File: config.mk
export PLATFORM = sky130hd
export DESIGN_NAME = pc_fetch_flat
export DESIGN_NICKNAME = d
export VERILOG_FILES = /design/src/rtl/pc_fetch_if.sv /design/src/rtl/pc_fetch.sv /design/src/flat_wrapper.sv
export SDC_FILE = /design/constraint.sdc
export NUM_CORES = 1
export LEC_CHECK = 0
export BUFFER_PORTS_ARGS = -buffer_cell sky130_fd_sc_hd__buf_2
export CELL_PAD_IN_SITES_DETAIL_PLACEMENT = 1
export CELL_PAD_IN_SITES_GLOBAL_PLACEMENT = 2
export CORE_ASPECT_RATIO = 1.4
export CORE_UTILIZATION = 25
export CTS_CLUSTER_DIAMETER = 50
export DETAILED_ROUTE_END_ITERATION = 12
export GPL_ROUTABILITY_DRIVEN = 0
export GPL_TIMING_DRIVEN = 0
export PLACE_DENSITY = 0.79
export SETUP_SLACK_MARGIN = 0.4
export SLEW_MARGIN = 15
export SYNTH_ARGS = -nofsm -noshare
export SYNTH_HDL_FRONTEND = slang
export SYNTH_SLANG_ARGS = --single-unit
File: constraint.sdc
create_clock -name clk -period 2.4 [get_ports clk]
set_input_delay 0.24 -clock clk [delete_from_list [all_inputs] [get_ports clk]]
set_output_delay 0.24 -clock clk [all_outputs]
set_load 0.02 [all_outputs]
File: src/rtl/pc_fetch_if.sv
// Fetch-unit bus bundle: branch-unit redirect, downstream handshake and instruction memory port.
interface pc_fetch_if;
  logic        pcmux;
  logic [31:0] addr;
  logic        stall;
  logic        imem_req;
  logic [31:0] imem_addr;
  logic        imem_ack;
  logic [31:0] imem_data;
  logic [31:0] instr;
  logic        instr_valid;
  logic [31:0] now_addr;
  logic [31:0] icount;
  logic [1:0]  fault;

  // Fetch unit side
  modport slave (
    input  pcmux, addr, stall, imem_ack, imem_data,
    output imem_req, imem_addr, instr, instr_valid, now_addr, icount, fault
  );

  // Environment side: branch unit, downstream stage and instruction memory
  modport master (
    output pcmux, addr, stall, imem_ack, imem_data,
    input  imem_req, imem_addr, instr, instr_valid, now_addr, icount, fault
  );
endinterface

File: src/rtl/pc_fetch.sv
// Program-counter fetch unit: FETCH/VALID/HALT sequencer with redirect, timeout and sticky fault.
module pc_fetch #(
  parameter logic [31:0] RESET_PC = 32'h0000_3000,
  parameter logic [3:0]  TIMEOUT  = 4'd15
) (
  input  logic      clk,
  input  logic      rst,
  pc_fetch_if.slave bus
);

  localparam int unsigned XLEN = 32;
  localparam int unsigned TW   = 4;
  localparam logic [TW-1:0] TIMEOUT_LAST = TW'(TIMEOUT - 4'd1);

  typedef enum logic [1:0] {FETCH, VALID, HALT} state_t;

  state_t          state, state_next;
  logic [XLEN-1:0] pc, pc_next;
  logic [XLEN-1:0] instr, now_addr, icount;
  logic [1:0]      fault;
  logic [TW-1:0]   tcnt;
  logic            xfer, consume, timeout_hit, misaligned;

  // State register
  always_ff @(posedge clk) begin
    if (rst) state <= FETCH;
    else     state <= state_next;
  end

  // Next-state and datapath enables
  always_comb begin
    state_next  = state;
    xfer        = 1'b0;
    consume     = 1'b0;
    timeout_hit = 1'b0;
    misaligned  = 1'b0;
    pc_next     = bus.pcmux ? bus.addr : pc + XLEN'(4);
    case (state)
      FETCH: begin
        if (bus.imem_ack) begin
          xfer       = 1'b1;
          state_next = VALID;
        end else if (tcnt == TIMEOUT_LAST) begin
          timeout_hit = 1'b1;
          state_next  = HALT;
        end
      end
      VALID: begin
        if (!bus.stall) begin
          consume = 1'b1;
          if (pc_next[1:0] != 2'b00) begin
            misaligned = 1'b1;
            state_next = HALT;
          end else begin
            state_next = FETCH;
          end
        end
      end
      HALT:    state_next = HALT;
      default: state_next = HALT;
    endcase
  end

  // PC, captured instruction, consumption count, timeout counter and sticky fault
  always_ff @(posedge clk) begin
    if (rst) begin
      pc       <= RESET_PC;
      instr    <= '0;
      now_addr <= '0;
      icount   <= '0;
      fault    <= 2'b00;
      tcnt     <= '0;
    end else begin
      if (xfer) begin
        instr    <= bus.imem_data;
        now_addr <= pc;
        tcnt     <= '0;
      end else if (state == FETCH) begin
        tcnt <= tcnt + TW'(1);
      end
      if (consume) begin
        icount <= icount + XLEN'(1);
        pc     <= pc_next;
      end
      if (fault == 2'b00) begin
        if (timeout_hit)     fault <= 2'b10;
        else if (misaligned) fault <= 2'b01;
      end
    end
  end

  // Memory request and valid decode directly from the state register
  assign bus.imem_req    = (state == FETCH);
  assign bus.imem_addr   = pc;
  assign bus.instr_valid = (state == VALID);
  assign bus.instr       = instr;
  assign bus.now_addr    = now_addr;
  assign bus.icount      = icount;
  assign bus.fault       = fault;

endmodule

File: src/flat_wrapper.sv
// flat-port wrapper written by rule: the top's interface ports become plain ports
module pc_fetch_flat 
#(
  parameter logic [31:0] RESET_PC = 32'h0000_3000,
  parameter logic [3:0]  TIMEOUT  = 4'd15
)
  (clk, rst, bus_pcmux, bus_addr, bus_stall, bus_imem_ack, bus_imem_data, bus_imem_req, bus_imem_addr, bus_instr, bus_instr_valid, bus_now_addr, bus_icount, bus_fault);
  pc_fetch_if bus_i ();
  input  logic clk;
  input  logic rst;
  input wire logic [$bits(bus_i.pcmux)-1:0] bus_pcmux;
  input wire logic [$bits(bus_i.addr)-1:0] bus_addr;
  input wire logic [$bits(bus_i.stall)-1:0] bus_stall;
  input wire logic [$bits(bus_i.imem_ack)-1:0] bus_imem_ack;
  input wire logic [$bits(bus_i.imem_data)-1:0] bus_imem_data;
  output wire logic [$bits(bus_i.imem_req)-1:0] bus_imem_req;
  output wire logic [$bits(bus_i.imem_addr)-1:0] bus_imem_addr;
  output wire logic [$bits(bus_i.instr)-1:0] bus_instr;
  output wire logic [$bits(bus_i.instr_valid)-1:0] bus_instr_valid;
  output wire logic [$bits(bus_i.now_addr)-1:0] bus_now_addr;
  output wire logic [$bits(bus_i.icount)-1:0] bus_icount;
  output wire logic [$bits(bus_i.fault)-1:0] bus_fault;
  assign bus_i.pcmux = bus_pcmux;
  assign bus_i.addr = bus_addr;
  assign bus_i.stall = bus_stall;
  assign bus_i.imem_ack = bus_imem_ack;
  assign bus_i.imem_data = bus_imem_data;
  assign bus_imem_req = bus_i.imem_req;
  assign bus_imem_addr = bus_i.imem_addr;
  assign bus_instr = bus_i.instr;
  assign bus_instr_valid = bus_i.instr_valid;
  assign bus_now_addr = bus_i.now_addr;
  assign bus_icount = bus_i.icount;
  assign bus_fault = bus_i.fault;
  pc_fetch #(.RESET_PC(RESET_PC), .TIMEOUT(TIMEOUT)) u_core (.clk(clk), .rst(rst), .bus(bus_i));
endmodule
==> impl_metrics.toml <==
[outcome]
status = "finished, final reports clean"

[clock_tree]
cts-root-buf = "clkbuf_16"
cts_inserted_buffers = 17
cts_tree = "done"
cts_buffer_depth = 2
clock_sinks = 136
hold_buffers = 0
h-tree-depth = 4
worstSkewPairLatency_ps = 440
cts.clk_slew.worst_paths_ps = 60

[power_and_ir_drop]
total_power_w = 0.00577
p_leak_nw = 3.49
power_density_mw_per_mm2 = 675
ir_drop_mv = 0.497

[floorplan]
io_pins = 201
dieArea_mm2 = 0.0250
coreArea_mm2 = 0.0240
initial_utilization = 0.254
num_rows = 67
die_y_um = 187
die-width_um = 134

[yosys]
avgSynthCellArea_um2 = 7.75
syn-cell-area_mm2 = 0.00610
synth_top_cells_by_count = "161 x nand2_1, 136 x dfxtp_1, 105 x a21oi_1"
synth_edf_count = 0
yosysMostFrequentCell = "nand2_1"
synthDistinctLibCells = 54
synth_seq_cells = 136
synth_area_leaders = "dfxtp_1 45%, nand2_1 9.9%, a21oi_1 8.6%"
ys_warn_count = 0
synth_ff_type = "dfxtp_1"
syn-num-nets = 860
synth.largest_area_cell = "dfxtp_1"
ys_seq_area_frac = 0.447
synth_top_area_share = 0.447
async_reset_ff_frac = 0
syn_inst = 787

[timing]
period_share = 0.910
holdWs_ps = 45.9
worst_slack_ps = 216
hold_viol = 0
setup_viol = 0
maxClockFrequency_mhz = 458
min_period_ps = 2180
tightest_slew_ps = 769
rsz0062_at_grt = "true"
clock_skew_ps = 13.2
max_slew_margin = 0.488
slew_violations = 0

[layout]
areaGrowthSynthToFinish_pct = 40.3
drive_gt1_frac = 0.320
fill_cells = 3001
final_area_mm2 = 0.00855
utilization = 0.357
seq_area_mm2 = 0.00274
nNetsFinal = 1092
multi_input_area_mm2 = 0.00331

[route]
drtIter0Drc = 380
drcViolationCount = 0
dr.pass1.iters = 4
via_count = 6795
detail-route-antenna-nets = 0
wl_per_cell_um = 18.8
via_per_inst = 5.06
drt-total-wl_mm = 25.2

[global_routing]
grt_pass1_vias = 6990
globalRouteOverflowTotal = 0
grt_pass1_wl_mm = 39.1
grt_max_degree = 17
grt_antenna_before_repair = 2
grtUsageTotal = 0.204

[placement]
io_buffers = 197
post-dp-hpwl_mm = 18.2
placed_cell_area_mm2 = 0.00753
place_ws_ps = -490

[setup_path]
end_kind = "flip-flop"
required_ps = 2720
path_max_fanout = 6
startpoint_type = "flip-flop"
critPathKind = "reg2reg"
arrival_ps = 2500

[job]
cap_viol_max_count = 0

[worst_hold_path]
hp-class = "in2reg"
logic make-up (layout without fill, tap and decap cells):
group,Yosys count,in the layout,synth area share
AO/OA/AOI/OAI,194,194,0.189
XOR/XNOR,10,10,0.0144
adder cells (fa/ha/maj),4,4,0.00821
buffers and inverters,76,321,0.0472
flip-flops,136,136,0.447
multiplexers,9,9,0.0160
other,0,2,0
AND/OR/NAND/NOR,358,358,0.279
where the power goes:
part	switching [W]	total, W	leakage [nW]	internal, W
registers	0.0000647	0.00239	1.11	0.00233
clock network	0.00112	0.00276	0.286	0.00164
logic	0.000415	0.000622	2.09	0.000207
through the flow:
stage | cells | TNS [ps]
floorplan | 787 | 0
global placement | 1294 | -18050
detailed placement | 1294 | -22250
CTS | 1341 | 0
global route | 1344 | 0
finish | 1344 | 0
worst max-delay path: stages, from the launching register on:
cell and delay, ps:
dfxtp_4 350, or3b_1 360, buf_6 140, or4b_4 610, buf_8 170, nor3_4 130
mux2_4 310
path summary, 6_finish.rpt:
path | start | end | slack (ps) | cells past startpoint
worst max-delay path | u_core.state[1] | u_core.bus.icount[27] | 220 | 6
worst min-delay path | bus_imem_data[18] | u_core.bus.instr[18] | 50 | 3
worst max register to register | u_core.state[1] | u_core.bus.icount[27] | 220 | 6
worst min register to register | u_core.bus.now_addr[30] | u_core.bus.now_addr[30] | 450 | 2
layout by cell type (no fill, tap or decap), types with 9 or more instances in the layout:
| cell type | count |
|---|---|
| o21ai_0 | 17 |
| clkbuf_16 | 18 |
| clkbuf_2 | 12 |
| or3_1 | 9 |
| nand3_1 | 26 |
| buf_2 | 202 |
| a21oi_1 | 99 |
| a31oi_1 | 15 |
| buf_4 | 20 |
| nor3_1 | 21 |
| dfxtp_1 | 127 |
| nor4_1 | 10 |
| nor2_1 | 47 |
| inv_1 | 17 |
| and3_1 | 9 |
| nand2_1 | 160 |
| clkbuf_1 | 28 |
| nand4_1 | 16 |
routing by layer:
layer	GRT usage	share of wire	vias up	routed length, µm
met2	0.365	0.53	178	13300
met4	0.100	0.029	0	741
met1	0.228	0.40	3311	10200
li1	-	-	3263	-
met3	0.0402	0.041	43	1050
met5	0	0	-	0
registers in the layout (all words and copies together), names as in the netlist:
signal and flops:
u_core.bus.now_addr 32, u_core.bus.icount 32, u_core.bus.fault 2, u_core.bus.instr 32, u_core.tcnt 4, u_core.state 2
u_core.bus.imem_addr 32
timing repair:
action | in CTS | in global routing
pin swaps | 12 | 7
hold endpoints to repair | 0 | 0
endpoints found under the setup margin | 125 | 111
cloned | 2 | 0
gates resized for setup | 52 | 61
setup buffers | 13 | 1
cell type report:
cell class,count,share of cell area
clock inverters,14,0.0205
flip-flops and latches,136,0.320
well taps,310,0.0453
plain buffers,59,0.0388
inverters,17,0.00746
clock buffers,18,0.0502
diodes,2,0.000585
multi-input cells,575,0.387
repair buffers,213,0.130
Power figures use the tool's default switching activity.
